[src/rtl/pc_reg_pkg.sv]
// Shared fetch-path constants and types: ROM index width, start PC and
// per-clock PC step. Reused by the ROM and fetch-unit wrapper.
package pc_reg_pkg;

    localparam int unsigned FETCH_ADDR_W   = 6;
    localparam int unsigned FETCH_RESET_PC = 0;
    localparam int unsigned FETCH_STEP     = 1;

    typedef logic [FETCH_ADDR_W-1:0] pc_t;

endpackage

[src/rtl/pc_reg_en_flop.sv]
// Enable flop: cleared asynchronously by reset, set on the first clock after release.
// Latency: 1 clock from reset release to q=1.
// Backpressure: none; free-running once set.
module en_flop (
    input  logic clk,
    input  logic rst,
    output logic q
);

    always_ff @(posedge clk or negedge rst) begin
        if (!rst) begin
            q <= 1'b0;
        end else begin
            q <= 1'b1;
        end
    end

endmodule

[src/rtl/pc_reg.sv]
// Program-counter generator: word-index fetch address plus ROM fetch enable.
// Latency: ce and pc=RESET_PC on the 1st edge after reset release, +STEP per edge after.
// Backpressure: none; advances every clock once enabled, wrapping mod 2^ADDR_W.
module pc_reg
    import pc_reg_pkg::*;
#(
    parameter int unsigned ADDR_W   = FETCH_ADDR_W,
    parameter int unsigned RESET_PC = FETCH_RESET_PC,
    parameter int unsigned STEP     = FETCH_STEP
) (
    input  logic              clk,
    input  logic              rst,
    output logic [ADDR_W-1:0] pc,
    output logic              ce
);

    localparam logic [ADDR_W-1:0] RST_V  = ADDR_W'(RESET_PC);
    localparam logic [ADDR_W-1:0] STEP_V = ADDR_W'(STEP);

    en_flop u_en_flop (
        .clk (clk),
        .rst (rst),
        .q   (ce)
    );

    // Pre-edge ce gates the increment so the ROM sees RESET_PC for one full enabled cycle.
    always_ff @(posedge clk or negedge rst) begin
        if (!rst) begin
            pc <= RST_V;
        end else if (!ce) begin
            pc <= RST_V;
        end else begin
            pc <= pc + STEP_V;
        end
    end

    a_idle_pc_at_start: assert property (
        @(posedge clk) disable iff (!rst) !ce |-> (pc == RST_V)
    );

    // A reset pulse between edges drops ce, so two sampled ce=1 edges imply no intervening clear.
    a_pc_advances: assert property (
        @(posedge clk) disable iff (!rst) (ce && $past(ce)) |-> (pc == ADDR_W'($past(pc) + STEP_V))
    );

endmodule

[config.mk]
export PLATFORM = sky130hd
export DESIGN_NAME = pc_reg
export DESIGN_NICKNAME = d
export VERILOG_FILES = /design/src/rtl/pc_reg_pkg.sv /design/src/rtl/pc_reg_en_flop.sv /design/src/rtl/pc_reg.sv
export SDC_FILE = /design/constraint.sdc
export NUM_CORES = 1
export LEC_CHECK = 0
export BUFFER_PORTS_ARGS = -buffer_cell sky130_fd_sc_hd__buf_2
export CAP_MARGIN = 15
export CORE_AREA = 2 2 39 41
export CTS_BUF_LIST = sky130_fd_sc_hd__clkbuf_16
export CTS_CLUSTER_SIZE = 10
export DETAILED_ROUTE_END_ITERATION = 10
export DIE_AREA = 0 0 41 43
export MAX_ROUTING_LAYER = met4
export SYNTH_ARGS = -nofsm -noshare
export SYNTH_HDL_FRONTEND = slang
export SYNTH_SLANG_ARGS = --single-unit
[constraint.sdc]
create_clock -name clk -period 1 [get_ports clk]
set_input_delay 0 -clock clk [delete_from_list [all_inputs] [get_ports clk]]
set_output_delay 0 -clock clk [all_outputs]
set_load 0.005 [all_outputs]
### Yosys cells after proc, flatten, opt, wreduce, memory -nomap -nowiden

Index checks and enable logic that the tools add are counted.

* register bits: 7
* output and inout bits: 7
* input bits: 2
* logic and storage cells: 4

* $add $sub $neg: 1
* multiplexer cells: 1

Operators by type and width (number)
* 6-bit by 1-bit adder with 6-bit output (second input constant): 1
* 6-bit two-way mux: 1

### Logic depth before layout (Yosys ltp)

* depth in word-level cells: 2
* gate-level depth with buffers: 4
* gate-level depth less buffers: 4

### Hierarchy

From an unflattened synthesis, not the netlist that was laid out.

* cell total of the unflattened synthesis: 24
* area total of the unflattened synthesis: 290.3 µm²

By module, submodules not included
* pc_reg: times used 1, area an instance 261.5 µm², cells each 22, sequential area each 150.1 µm²
* en_flop: times used 1, area an instance 28.8 µm², cells each 2, sequential area each 25.0 µm²

### Least setup slack after synthesis

No wires, ideal clock.

* path type: register -> register
* start point: register pc[2]
* end point: register pc[5]
* path buffers: 0
* setup time: 0.083 ns
* stages on the path, launching flop included: 4
* data required time: 0.917 ns
* setup slack: -0.142 ns
* period minus slack after synthesis: 1.142 ns
* arrival time: 1.059 ns
* cell sequence: dfrtp_1 -> nand3_2 -> or4b_1 -> o21ai_0

* longest elaborated chain between the ends: 2

Ends and longest elaborated chain
* from (decl): line pc_reg.sv:13 `output logic [ADDR_W-1:0] pc,`
* from (signal assigned): line pc_reg.sv:33 `pc <= pc + STEP_V;`
* 6-bit by 1-bit adder with 6-bit output: line pc_reg.sv:33
* 6-bit two-way mux: line pc_reg.sv:30 `end else if (!ce) begin`

No other way between the ends.

### Final worst setup path

* start point: register pc[1]
* end point: register pc[5]

Same word-level chain as after synthesis.

==> results.yml <==
routing:
  via_per_inst: 3.90
  firstDrtPassIters: 1
  top_layer_used: "met3"
  route.met2.wl_um: 284
  wl_met1_um: 264
  initialDrtViolationCount: 0
  wl_um: 614
  vias: 246
  drc: 0
  final_antenna_net_count: 0
  wl_met3_um: 65
  wl_per_cell_um: 9.75
layout:
  n_antenna_cell: 0
  largest_register_ffs: 6
  finalNetCount: 51
  layout-drive-gt1-share_pct: 46.8
  fillers: 150
  area_growth_pct: 79.3
  final_cells: 63
  fin_util_pct: 37.6
power:
  internal-power_mw: 0.864
  power_frac_comb_pct: 7.1
  seqPwrFrac_pct: 29.2
  power_density_mw_per_mm2: 2020
  swShare_pct: 17.8
  power_frac_clock_pct: 63.7
  max-vdd-ir-drop_uv: 1040
  power.switching_mw: 0.187
  leakagePower_nw: 0.277
  power.total_mw: 1.05
timing:
  period_needed_ns: 1.06
  worst_slack_ns: -0.0612
  final-hold-violation-count: 0
  slew_violations: 0
  finalSetupViolCount: 3
  rsz0062_at_grt: "true"
  fin_setup_tns_ns: -0.139
  skew_ns: 0.00287
  fmax_mhz: 942
  fin_crit_sh_pct: 106
global_routing:
  grtUsageTotal_pct: 9.71
  grt_pass1_wl_mm: 1.03
  grt_max_degree: 8
  antenna_found_initial: 0
  grt_overflow: 0
  grt_pass1_vias: 239
placement:
  dpl_worst_slack_ns: -0.0753
  hpwl_um: 417
  place_congestion: 0.641
  portBuffers: 8
  dp.cells: 56
yosys:
  yosysSeqAreaShare_pct: 60.3
  synthCells: 24
  yosysMostFrequentCell: "dfrtp_1"
  syn_avg_cell_area_um2: 12.1
  synth_area_leaders: "dfrtp_1 60%, and2_1 8.6%, xnor2_1 6.0%"
  synth_top_area_share_pct: 60.3
  syn_area_um2: 290
  synth_ff_type: "dfrtp_1"
  ys_async_sr_fraction_pct: 100
  synth_commonest_cells: "7 x dfrtp_1, 4 x and2_1, 2 x nand2_1, 2 x xnor2_1"
  yosys_warnings: 0
  syn-num-nets: 27
  synth_area_leader_cell: "dfrtp_1"
  yosys.cell_types.count: 13
  synth_edf_count: 0
  synth-seq-cells: 7
floorplan:
  coreArea_mm2: 0.00138
  dieHeight_um: 43
  start_util_pct: 21.0
  placementRows: 14
  dieArea_mm2: 0.00176
  die_w_um: 41
  ios: 9
clock_tree:
  path_clk_slew_ns: 0.04
  cts_tree: "yes"
  cts_sinks: 7
  cts_buffers: 3
  clk_path_buf_depth: 2
  cts-htree-levels: 1
  cts_root_buffer: "clkbuf_16"
  worstSkewPairLatency_ns: 0.23
critical_path:
  worstReg2RegStart: "pc[1]"
  crit_arrival_ns: 1.22
  cp.required_ns: 1.16
  path_max_fanout: 3
  end_kind: "register"
  cp-start-kind: "register"
  crit_start: "pc[1]"
  worst-setup-path-type: "reg2reg"
job:
  maxCapViolations: 0
status:
  status: "finished, violations left"
  violations: "negative setup slack"
hold_path:
  hold_class: "in2async"
[cell usage in the layout (no fill, tap or decap)]
| master | n |
|---|---|
| and2_1 | 4 |
| buf_2 | 7 |
| buf_4 | 10 |
| buf_6 | 1 |
| clkbuf_16 | 3 |
| conb_1 | 1 |
| dfrtp_1 | 7 |
| dlygate4sd3_1 | 1 |
| ha_1 | 1 |
| inv_1 | 1 |
| nand2_1 | 2 |
| nand3_1 | 1 |
| nand3_2 | 1 |
| nor2_1 | 1 |
| nor2b_1 | 1 |
| o21ai_1 | 1 |
| or4b_1 | 1 |
| xnor2_1 | 2 |
| xor2_1 | 1 |
[worst paths after layout]
check | slack (ns) | endpoint | cells after the start
min | 0.13 | pc[4] | 2
max | -0.06 | pc[5] | 3
max reg2reg | -0.06 | pc[5] | 3
max in group asynchronous | 0.71 | u_en_flop.q | 2
min in group clk | 0.54 | pc[5] | 2
min reg2reg | 0.54 | pc[5] | 2
[metrics by stage]
| step | hold slack [ns] | area (um^2) |
|---|---|---|
| after detailed placement | -0.156 | 410 |
| after global placement | -0.162 | 410 |
| after global routing | 0.159 | 520 |
| final | 0.132 | 520 |
| after floorplan | -0.296 | 290 |
| after CTS | 0.142 | 520 |
[power groups by stage]
| stage | Clock, mW | Combinational (mW) | Sequential, mW |
|---|---|---|---|
| 6_report | 0.669 | 0.0747 | 0.307 |
| 5_1_grt | 0.713 | 0.0852 | 0.308 |
| 4_1_cts | 0.687 | 0.0772 | 0.306 |
| 3_5_place_dp | 0 | 0.0592 | 0.310 |
| 3_3_place_gp | 0 | 0.0582 | 0.310 |
| 2_1_floorplan | 0 | 0.0140 | 0.314 |
[cells by family (layout without fill, tap and decap cells)]
logic type               count (synthesis)  in the layout  share of synthesized area (%)
AO/OA/AOI/OAI                            1              1                           1.72
XOR/XNOR                                 3              3                           9.05
adder cells (fa/ha/maj)                  1              1                           4.31
buffers and inverters                    0             23                              0
flip-flops                               7              7                           60.3
other                                    1              1                           1.29
AND/OR/NAND/NOR                         11             11                           23.3
[area by class of cell]
type,count,area [um^2],share of cell area (%)
well taps,16,20.0,3.85
flip-flops and latches,7,175,33.7
repair buffers,19,131,25.2
clock buffers,3,75.1,14.4
clock inverters,1,3.75,0.721
multi-input cells,17,115,22.1
[layer usage]
metal,GRT usage (%),up-vias
li1,-,126
met3,9.42,0
met5,-,-
met1,10.4,112
met2,12.8,8
met4,2.00,0
[worst max-delay path, stage by stage, from the launching register on]
cell and delay (ns):
dfrtp_1 0.37, nand3_2 0.09, or4b_1 0.46, o21ai_1 0.08
[what timing repair did]
action	CTS	global route
endpoints found under the hold margin	7	0
pin swaps	1	1
endpoints found under the setup margin	3	6
hold buffers	1	0
gates resized for setup	1	0
setup buffers	2	0
No activity file was read; power rests on OpenSTA's default activity.
